`config.mk`:
```
export PLATFORM = sky130hd
export DESIGN_NAME = onchip_mem_stream_reader
export DESIGN_NICKNAME = d
export VERILOG_FILES = /design/src/rtl/onchip_mem_stream_reader_pkg.sv /design/src/rtl/onchip_mem_stream_reader_fifo.sv /design/src/rtl/onchip_mem_stream_reader.sv
export SDC_FILE = /design/constraint.sdc
export NUM_CORES = 1
export LEC_CHECK = 0
export CORE_AREA = 2 2 107 109
export CTS_CLUSTER_SIZE = 14
export DETAILED_ROUTE_END_ITERATION = 8
export DIE_AREA = 0 0 109 111
export PLACE_DENSITY = 0.71
export SLEW_MARGIN = 20
export SYNTH_ARGS = -nofsm -noshare
export SYNTH_HDL_FRONTEND = slang
export SYNTH_SLANG_ARGS = --single-unit
```
`constraint.sdc`:
```
create_clock -name clk -period 4 [get_ports clk]
set_clock_uncertainty 0.05 [all_clocks]
set_input_delay 0.8 -clock clk [delete_from_list [all_inputs] [get_ports clk]]
set_output_delay 0.8 -clock clk [all_outputs]
set_load 0.005 [all_outputs]
```
`src/rtl/onchip_mem_stream_reader_pkg.sv`:
```
// Shared FSM encoding and default sizing for the on-chip RAM stream reader.
package onchip_mem_stream_reader_pkg;

    typedef enum logic [1:0] {
        ST_IDLE  = 2'd0,
        ST_RUN   = 2'd1,
        ST_DRAIN = 2'd2
    } state_t;

    localparam int ADDR_W_DEF = 11;
    localparam int DATA_W_DEF = 32;
    localparam int MEM_WORDS  = 2048;
    localparam int RD_LATENCY = 1;

endpackage

```
`src/rtl/onchip_mem_stream_reader_fifo.sv`:
```
// Two-entry output buffer with fall-through: an arriving RAM word is presented
// on the stream the same cycle when the buffer is empty, and stored otherwise.
module onchip_mem_stream_reader_fifo
    import onchip_mem_stream_reader_pkg::*;
#(
    parameter int DATA_W = DATA_W_DEF
) (
    input  logic              clk,
    input  logic              reset_n,
    input  logic              in_valid_i,
    input  logic [DATA_W-1:0] in_data_i,
    output logic              out_valid_o,
    output logic [DATA_W-1:0] out_data_o,
    input  logic              out_ready_i,
    output logic [1:0]        count_o
);

    logic [DATA_W-1:0] mem_q [2];
    logic              rdPtr_q;
    logic              wrPtr_q;
    logic [1:0]        count_q;
    logic [1:0]        count_d;
    logic              empty;
    logic              pop;
    logic              storePush;
    logic              storePop;

    // A word popped straight off the RAM bus never occupies a slot.
    always_comb begin
        empty       = (count_q == 2'd0);
        out_valid_o = !empty || in_valid_i;
        out_data_o  = (empty && in_valid_i) ? in_data_i : mem_q[rdPtr_q];
        pop         = out_valid_o && out_ready_i;
        storePush   = in_valid_i && !(empty && pop);
        storePop    = pop && !empty;
        count_d     = count_q + 2'(storePush) - 2'(storePop);
    end

    always_ff @(posedge clk or negedge reset_n) begin
        if (!reset_n) begin
            mem_q[0] <= '0;
            mem_q[1] <= '0;
            rdPtr_q  <= 1'b0;
            wrPtr_q  <= 1'b0;
            count_q  <= 2'd0;
        end else begin
            if (storePush) begin
                mem_q[wrPtr_q] <= in_data_i;
                wrPtr_q        <= ~wrPtr_q;
            end
            if (storePop) begin
                rdPtr_q <= ~rdPtr_q;
            end
            count_q <= count_d;
        end
    end

    assign count_o = count_q;

endmodule

```
`src/rtl/onchip_mem_stream_reader.sv`:
```
// Avalon-MM read master streaming a block of on-chip RAM words to a valid/ready sink.
// Define ONCHIP_MEM_STREAM_READER_LOOP_EN to add the loop_en/stop repeat-playback ports.
module onchip_mem_stream_reader
    import onchip_mem_stream_reader_pkg::*;
#(
    parameter int ADDR_W = ADDR_W_DEF,
    parameter int DATA_W = DATA_W_DEF,
    parameter int FIFO_D = 2
) (
    input  logic              clk,
    input  logic              reset_n,
    input  logic              start,
    input  logic [ADDR_W-1:0] start_addr,
    input  logic [ADDR_W:0]   word_count,
`ifdef ONCHIP_MEM_STREAM_READER_LOOP_EN
    input  logic              loop_en,
    input  logic              stop,
`endif
    output logic              busy,
    output logic              done,
    output logic [ADDR_W-1:0] mem_address,
    output logic              mem_chipselect,
    input  logic [DATA_W-1:0] mem_readdata,
    output logic [DATA_W-1:0] src_data,
    output logic              src_valid,
    input  logic              src_ready
);

    state_t            state_q;
    logic [ADDR_W-1:0] addr_q;
    logic [ADDR_W-1:0] addr_d;
    logic [ADDR_W-1:0] startAddr_q;
    logic [ADDR_W:0]   remain_q;
    logic [ADDR_W:0]   remain_d;
    logic [ADDR_W:0]   wordCount_q;
    logic              inflight_q;
    logic              done_q;
    logic [1:0]        fifoCount;
    logic [2:0]        occ_d;
    logic              pop;
    logic              issue;
    logic              lastIssue;
    logic              loopReq;
    logic              stopReq;

`ifdef ONCHIP_MEM_STREAM_READER_LOOP_EN
    assign loopReq = loop_en;
    assign stopReq = stop;
`else
    assign loopReq = 1'b0;
    assign stopReq = 1'b0;
`endif

    // occ_d is buffer occupancy next cycle; a new read only fits if it leaves room for its data.
    always_comb begin
        pop       = src_valid && src_ready;
        occ_d     = 3'(fifoCount) + 3'(inflight_q) - 3'(pop);
        issue     = (state_q == ST_RUN) && !stopReq && (occ_d < 3'(FIFO_D));
        lastIssue = issue && (remain_q == (ADDR_W+1)'(1));
        addr_d    = addr_q;
        remain_d  = remain_q;
        if (issue) begin
            if (lastIssue && loopReq) begin
                addr_d   = startAddr_q;
                remain_d = wordCount_q;
            end else begin
                addr_d   = addr_q + ADDR_W'(1);
                remain_d = remain_q - (ADDR_W+1)'(1);
            end
        end
    end

    always_ff @(posedge clk or negedge reset_n) begin
        if (!reset_n) begin
            state_q     <= ST_IDLE;
            addr_q      <= '0;
            startAddr_q <= '0;
            remain_q    <= '0;
            wordCount_q <= '0;
            inflight_q  <= 1'b0;
            done_q      <= 1'b0;
        end else begin
            done_q     <= 1'b0;
            inflight_q <= issue;
            addr_q     <= addr_d;
            remain_q   <= remain_d;
            case (state_q)
                ST_IDLE: begin
                    if (start) begin
                        if (word_count == '0) begin
                            done_q <= 1'b1;
                        end else begin
                            state_q     <= ST_RUN;
                            addr_q      <= start_addr;
                            remain_q    <= word_count;
                            startAddr_q <= start_addr;
                            wordCount_q <= word_count;
                        end
                    end
                end
                ST_RUN: begin
                    if (stopReq || (lastIssue && !loopReq)) begin
                        state_q <= ST_DRAIN;
                    end
                end
                ST_DRAIN: begin
                    if (occ_d == 3'd0) begin
                        state_q <= ST_IDLE;
                        done_q  <= 1'b1;
                    end
                end
                default: state_q <= ST_IDLE;
            endcase
        end
    end

    assign busy           = (state_q != ST_IDLE);
    assign done           = done_q;
    assign mem_chipselect = issue;
    assign mem_address    = addr_q;

    onchip_mem_stream_reader_fifo #(
        .DATA_W(DATA_W)
    ) u_fifo (
        .clk        (clk),
        .reset_n    (reset_n),
        .in_valid_i (inflight_q),
        .in_data_i  (mem_readdata),
        .out_valid_o(src_valid),
        .out_data_o (src_data),
        .out_ready_i(src_ready),
        .count_o    (fifoCount)
    );

endmodule
```
==> flow_summary.yaml <==
worst_setup_path:
  crit_fanout: 2
  r2r_start: "u_fifo.count_o[1]$_DFF_PN0_"
  crit_path_start: "src_ready"
  reg2reg_to: "mem_address[10]$_DFF_PN0_"
  crit_family: "adder cells"
  cp_num_cells: 9
  worst_path_max_delay_cell: "clkdlybuf4s50_1"
  worstPathCellList: "clkdlybuf4s50_1 > and2_1 > ha_1 > inv_1 > ha_1 > fa_1 > xnor2_2 > nor4b_4 > dlygate4sd2_1"
  endpoint: "mem_chipselect"
  arrival_ns: 2.95
  cp-start-kind: "primary input"
  cp_common_cell: "ha_1"
  path_buf_inv: 3
  path_class: "in -> out"
  r2r_cells: 12
  worstPathRequired_ns: 3.15
  ff2ff_setup_slack_ns: 0.67
  max_stage_delay_ns: 0.41
  critPathCaptureType: "output port"
yosys:
  yosysTopAreaCell: "dfrtp_1"
  yosysWarnings: 0
  syn_nets: 493
  synth_area_leaders: "dfrtp_1, mux2_2, mux2i_1, o21ai_0, nand2_1"
  synthFlopType: "dfrtp_1"
  synth.cell_area_um2: 4813
  syn_inst: 426
  synthArstFlopShare_pct: 100.0
  synth_edf_count: 0
  synth_top_area_share_pct: 49.39
  synth_seq_area_share_pct: 49.39
  yosys_register_bits: 95
  syn_avg_cell_area_um2: 11.30
  ys_types: 41
detailed_routing:
  dr.first_iter.drc_count: 147
  avgRoutedWirePerCell_um: 14.78
  routed_wirelength_um: 10020
  drc_errors: 0
  drt-vias-per-instance: 5.108
  dr.pass1.iters: 5
  via_count: 3463
  final_antenna_net_count: 0
min_path:
  hold_class: "in -> async"
final_layout:
  final_cell_mix: "clkdlybuf4s50_1, dfrtp_1, mux2_2, nand2_1, o21ai_0"
  final_nets: 597
  final_common_cell: "clkdlybuf4s50_1"
  areaGrowthSynthToFinish_pct: 33.25
  drive_gt1_share_pct: 20.56
  fillerInstances: 987
  fin_util_pct: 57.90
  insertedDiodeCount: 0
placement:
  dpl_worst_slack_ns: -0.1089
  port_buffers: 105
  dp_hpwl_um: 7157
  place.gp.congestion: 0.8003
floorplanning:
  dieArea_um2: 12100
  initial_core_util_pct: 43.45
  fp.dieH_um: 111
  ioPinCount: 106
  rows: 39
  floorplan.core_area_um2: 11080
  die_w_um: 109
sta:
  finalHoldViolations: 0
  fmax_mhz: 262.9
  fin_crit_sh_pct: 95.09
  slew_headroom_pct: 53.82
  rsz0062_at_grt: "no"
  final-max-slew-violation-count: 0
  setup_violations: 0
  setup_slack_ns: 0.1964
  tightest_slew_ns: 0.6911
  finalCriticalPeriod_ns: 3.804
global_routing:
  grt_pass1_vias: 3570
  grt_usage_pct: 17.58
  antenna_found_initial: 0
  grt_max_degree: 45
  grt_pass1_wl_um: 16930
  grt-ovfl-total: 0
power:
  p_per_area_nw_per_um2: 834.9
  ir_drop_uv: 643.6
  p_switching_mw: 1.725
  pwr-share-comb_pct: 47.8
  pwr-share-clk_pct: 18.4
  power_switching_share_pct: 32.22
  p_seq_share_pct: 33.9
  p_int_mw: 3.629
  p_leak_nw: 2.635
  fin_total_pwr_mw: 5.354
run:
  maxCapViolations: 0
cts:
  cts_max_level: 3
  cts_buffers: 9
  clk_pin_slew_ns: 0.06
  clk_path_buf_depth: 2
  cts_hold_buf: 0
  cts-root-buf: "clkbuf_16"
  clock_sinks: 95
  cts_tree: "built"
  worstSkewPairLatency_ns: 0.34
status:
  status: "completed"
worst min path at each step:
stage | start | endpoint
6_report | reset_n | u_fifo.mem_q[36]$_DFFE_PN0P_
2_1_floorplan | u_fifo.wrPtr_q$_DFFE_PN0P_ | u_fifo.wrPtr_q$_DFFE_PN0P_
3_3_place_gp | u_fifo.mem_q[15]$_DFFE_PN0P_ | u_fifo.mem_q[15]$_DFFE_PN0P_
5_1_grt | reset_n | u_fifo.mem_q[5]$_DFFE_PN0P_
4_1_cts | reset_n | u_fifo.mem_q[4]$_DFFE_PN0P_
3_5_place_dp | u_fifo.mem_q[0]$_DFFE_PN0P_ | u_fifo.mem_q[0]$_DFFE_PN0P_
cell type report:
type	instances	area, um^2	area share (%)
flip-flops and latches	95	2379	37.09
clock inverters	5	105.1	1.639
repair buffers	117	1175	18.32
clock buffers	11	242.7	3.785
well taps	143	178.9	2.790
multi-input cells	297	2296	35.80
inverters	10	37.54	0.5853
state kept, by name, indices dropped and copies added, names as in the netlist:
name            count
u_fifo.mem_q       64
remain_q           12
mem_address        11
state_q             2
u_fifo.count_o      2
done                1
inflight_q          1
u_fifo.rdPtr_q      1
u_fifo.wrPtr_q      1
cell usage after synthesis (2+ instances only):
cell type   n
or3_1       3
and2_1      2
mux2i_1    33
o21ai_2     2
nor2b_1     2
o21ai_0    46
xnor2_1    13
nor4_4      2
buf_1       3
and3_1      2
xor2_1     12
nor4_1      5
buf_2       5
nor3_1      4
nor2_1      9
o21ai_1     3
nand4b_1    2
ha_1        7
nand2_1    57
mux2_2     67
or2_2       2
inv_1      10
nand4_1     5
clkbuf_1   11
buf_4       3
nand3_1     7
dfrtp_1    95
per-stage QoR:
| step | cell area [um^2] | hold WS [ns] | cells | setup TNS, ns |
|---|---|---|---|---|
| floorplan | 4813 | 0.4133 | 426 | 0 |
| global placement | 6067 | 0.4360 | 662 | -0.1150 |
| detailed placement | 6067 | 0.4437 | 662 | -0.1089 |
| CTS | 6414 | 0.4243 | 678 | 0 |
| global route | 6414 | 0.4624 | 678 | 0 |
| finish | 6414 | 0.4076 | 678 | 0 |
cells by family (layout without fill, tap and decap cells):
logic type	after synthesis	after routing	share of synthesized area (%)
buffers and inverters	34	143	3.197
DFF	95	95	49.39
xor gates and xnor gates	26	26	4.887
and+or+nand+nor	106	106	11.39
adders and majority gates	8	8	2.235
AOI/OAI and AO/OA	57	57	6.369
muxes	100	100	22.54
worst reg2reg max path, cell delays in order (launching register included):
cell and delay, ns:
dfrtp_1 0.45, or3_1 0.39, and2_1 0.17, ha_1 0.26, inv_1 0.04, ha_1 0.18
fa_1 0.40, xnor2_2 0.18, nor4b_4 0.26, buf_4 0.29, nand4_1 0.16, xnor2_1 0.15
mux2_2 0.25
what timing repair did:
action / in CTS / in global routing
setup endpoints to repair: 1 / 0
buffers inserted: 0 / 0
resized for setup: 1 / 0
per-layer routing:
metal	vias to the layer above	GRT usage [%]	wire length, um	share of wire, %
met5	-	0	0	0
met4	0	5.641	129	1.3
met3	10	3.586	578	5.8
met2	83	28.41	4741	47
met1	1675	23.53	4573	46
li1	1695	-	-	-
power groups by stage:
stage / Sequential [mW] / Clock, mW / Combinational (mW)
3_3_place_gp: 1.80 / 0 / 2.54
3_5_place_dp: 1.83 / 0 / 2.59
5_1_grt: 1.89 / 1.04 / 2.81
6_report: 1.81 / 0.984 / 2.56
2_1_floorplan: 1.70 / 0 / 1.56
4_1_cts: 1.82 / 1.01 / 2.60
Power figures use the tool's default switching activity.
==> RTL edit: new RTL, same settings <==
The option `ONCHIP_MEM_STREAM_READER_LOOP_EN` is turned on by a define.
--- a/src/rtl/onchip_mem_stream_reader.sv
+++ b/src/rtl/onchip_mem_stream_reader.sv
@@ -1,4 +1,6 @@
 // Avalon-MM read master streaming a block of on-chip RAM words to a valid/ready sink.
 // Define ONCHIP_MEM_STREAM_READER_LOOP_EN to add the loop_en/stop repeat-playback ports.
+`define ONCHIP_MEM_STREAM_READER_LOOP_EN
+
 module onchip_mem_stream_reader
     import onchip_mem_stream_reader_pkg::*;
Ports: changed (added loop_en and stop); port bits go from 106 to 108. The function was not compared with the original's and may differ.
==> RTL edit against the unedited design <==
  * Global-route usage rose by 6.5 points
  * Register-to-register slack hardly changed
  * Total power is 10% higher
  * Area after synthesis up 23%
  * Worst setup slack worse by 32 ps
  * Sequential cell count increased by 23
  * Wire length grew 39%
  * Final area is 21% higher
==> RTL edit: results (changes against the unedited design) <==
outcome completed (unchanged); register area share after synthesis 0.4974 (was 0.4939); leak pwr 3.458 nW (was 2.635 nW); crit path max fanout 3 (was 2); global-route wire length before repair 22,630 um (was 16,930 um); diode count 0 (unchanged); Netlist cell types 55 (was 41); post-DP HPWL 9102 um (was 7157 um); final design utilization 0.7026 (was 0.5790); total track usage 0.2408 (was 0.1758); worst skew pair latency 420 ps (was 340 ps); min-delay worst type input pin to async pin (unchanged); nets 749 (was 597); vias in the first global route 4,726 (was 3,570); total global routing overflow 0 (unchanged); initial DRC count 211 (was 147); YS warnings 0 (unchanged); CTS root buffer clkbuf_16 (unchanged); CTS H-tree lvls 4 (was 3); Arr. time, crit path 2990 ps (was 2950 ps); total wire length 13,970 um (was 10,020 um); cts bufs inserted 17 (was 9); initial antenna violation count 1 (was 0); GPL Wtd Cong 0.7980 (was 0.8003); via count 4,779 (was 3,463); Synth Flop Type dfrtp_1 (unchanged); Largest regs u_fifo.mem_q (64), remain_q (12), wordCount_q (12); port bufs 107 (was 105); largest net degree at the start of global routing 62 (was 45); Synth area leaders dfrtp_1, mux2_2, nand2_1 (was dfrtp_1, mux2_2, mux2i_1); CTS Buffer Depth 2 (unchanged); Worst slew margin 0.4262 (was 0.5382); fraction of layout cells with a size suffix above 1 0.1847 (was 0.2056); asr flop ratio synth 1.000 (unchanged); VDD IR max 377.1 uV (was 643.6 uV); Initial DRT Pass Iterations 4 (was 5); commonest cells in the synthesized netlist dfrtp_1, nand2_1, mux2_2 (was dfrtp_1, mux2_2, nand2_1); post-synth net total 642 (was 493); Clock transition at path regs 50 ps
[RTL edit: layout make-up]
| cell class | instances | area, um^2 |
|---|---|---|
| Fill cell | 862 | 3294 |
| Sequential cell | 118 | 2955 |
| Inverter | 11 | 41.29 |
| Clock inverter | 14 | 152.6 |
| Clock buffer | 18 | 439.2 |
| Tap cell | 143 | 178.9 |
| Timing Repair Buffer | 123 | 1216 |
| Multi-Input combinational cell | 409 | 2799 |
[RTL edit: worst paths after layout]
path / slack [ps] / startpoint / cells past startpoint / endpoint
hold reg to reg: 420 / startAddr_q[3] / 2 / startAddr_q[3]
setup reg to reg: 670 / u_fifo.count_o[0] / 13 / remain_q[3]
max in group asynchronous: 2690 / reset_n / 2 / u_fifo.count_o[1]
setup / recovery: 160 / u_fifo.count_o[0] / 11 / mem_chipselect
min in group clk: 420 / startAddr_q[3] / 2 / startAddr_q[3]
hold / removal: 410 / reset_n / 1 / u_fifo.mem_q[23]
[RTL edit: per-stage QoR]
stage / worst slack (ps) / cells / area, um^2
floorplan: 103.6 / 573 / 5937
global placement: -231.7 / 801 / 7157
detailed placement: -247.8 / 801 / 7157
CTS: 25.98 / 834 / 7756
global route: 5.121 / 836 / 7782
finish: 163.9 / 836 / 7782
[RTL edit: critical path: stages, from the launching register on]
cell             delay (ps)
dfrtp_1                 400
or3_4                   370
and2_1                  160
ha_1                    260
inv_1                    60
ha_1                    130
inv_1                    50
fa_1                    500
nand4bb_1               110
or2_4                   250
inv_2                    80
clkdlybuf4s15_1         210
[RTL edit: power breakdown]
| part | switching (mW) | internal (mW) | leakage [nW] | total, mW |
|---|---|---|---|---|
| clock network | 0.567 | 0.934 | 0.267 | 1.50 |
| logic | 0.924 | 1.29 | 1.71 | 2.22 |
| registers | 0.431 | 1.75 | 1.49 | 2.18 |
[RTL edit: logic make-up (layout without fill, tap and decap cells)]
family	count (synthesis)	in the layout	share of synthesized area
buffers and inverters	46	166	0.03351
xor gates and xnor gates	6	6	0.008853
adders and majority gates	8	8	0.01812
muxes	97	97	0.1770
and+or+nand+nor	193	193	0.1543
AOI/OAI and AO/OA	105	105	0.1108
DFF	118	118	0.4974
[RTL edit: routing by layer]
layer	routed length [um]	global-route usage
met5	13	0
met4	342	0.1085
met3	803	0.06055
met2	6778	0.3810
met1	6026	0.3101
[RTL edit: timing repair]
action	4_1_cts	5_1_grt
gates cloned	0	0
endpoints found under the setup margin	1	1
gates resized for setup	3	4
setup buffers	1	2
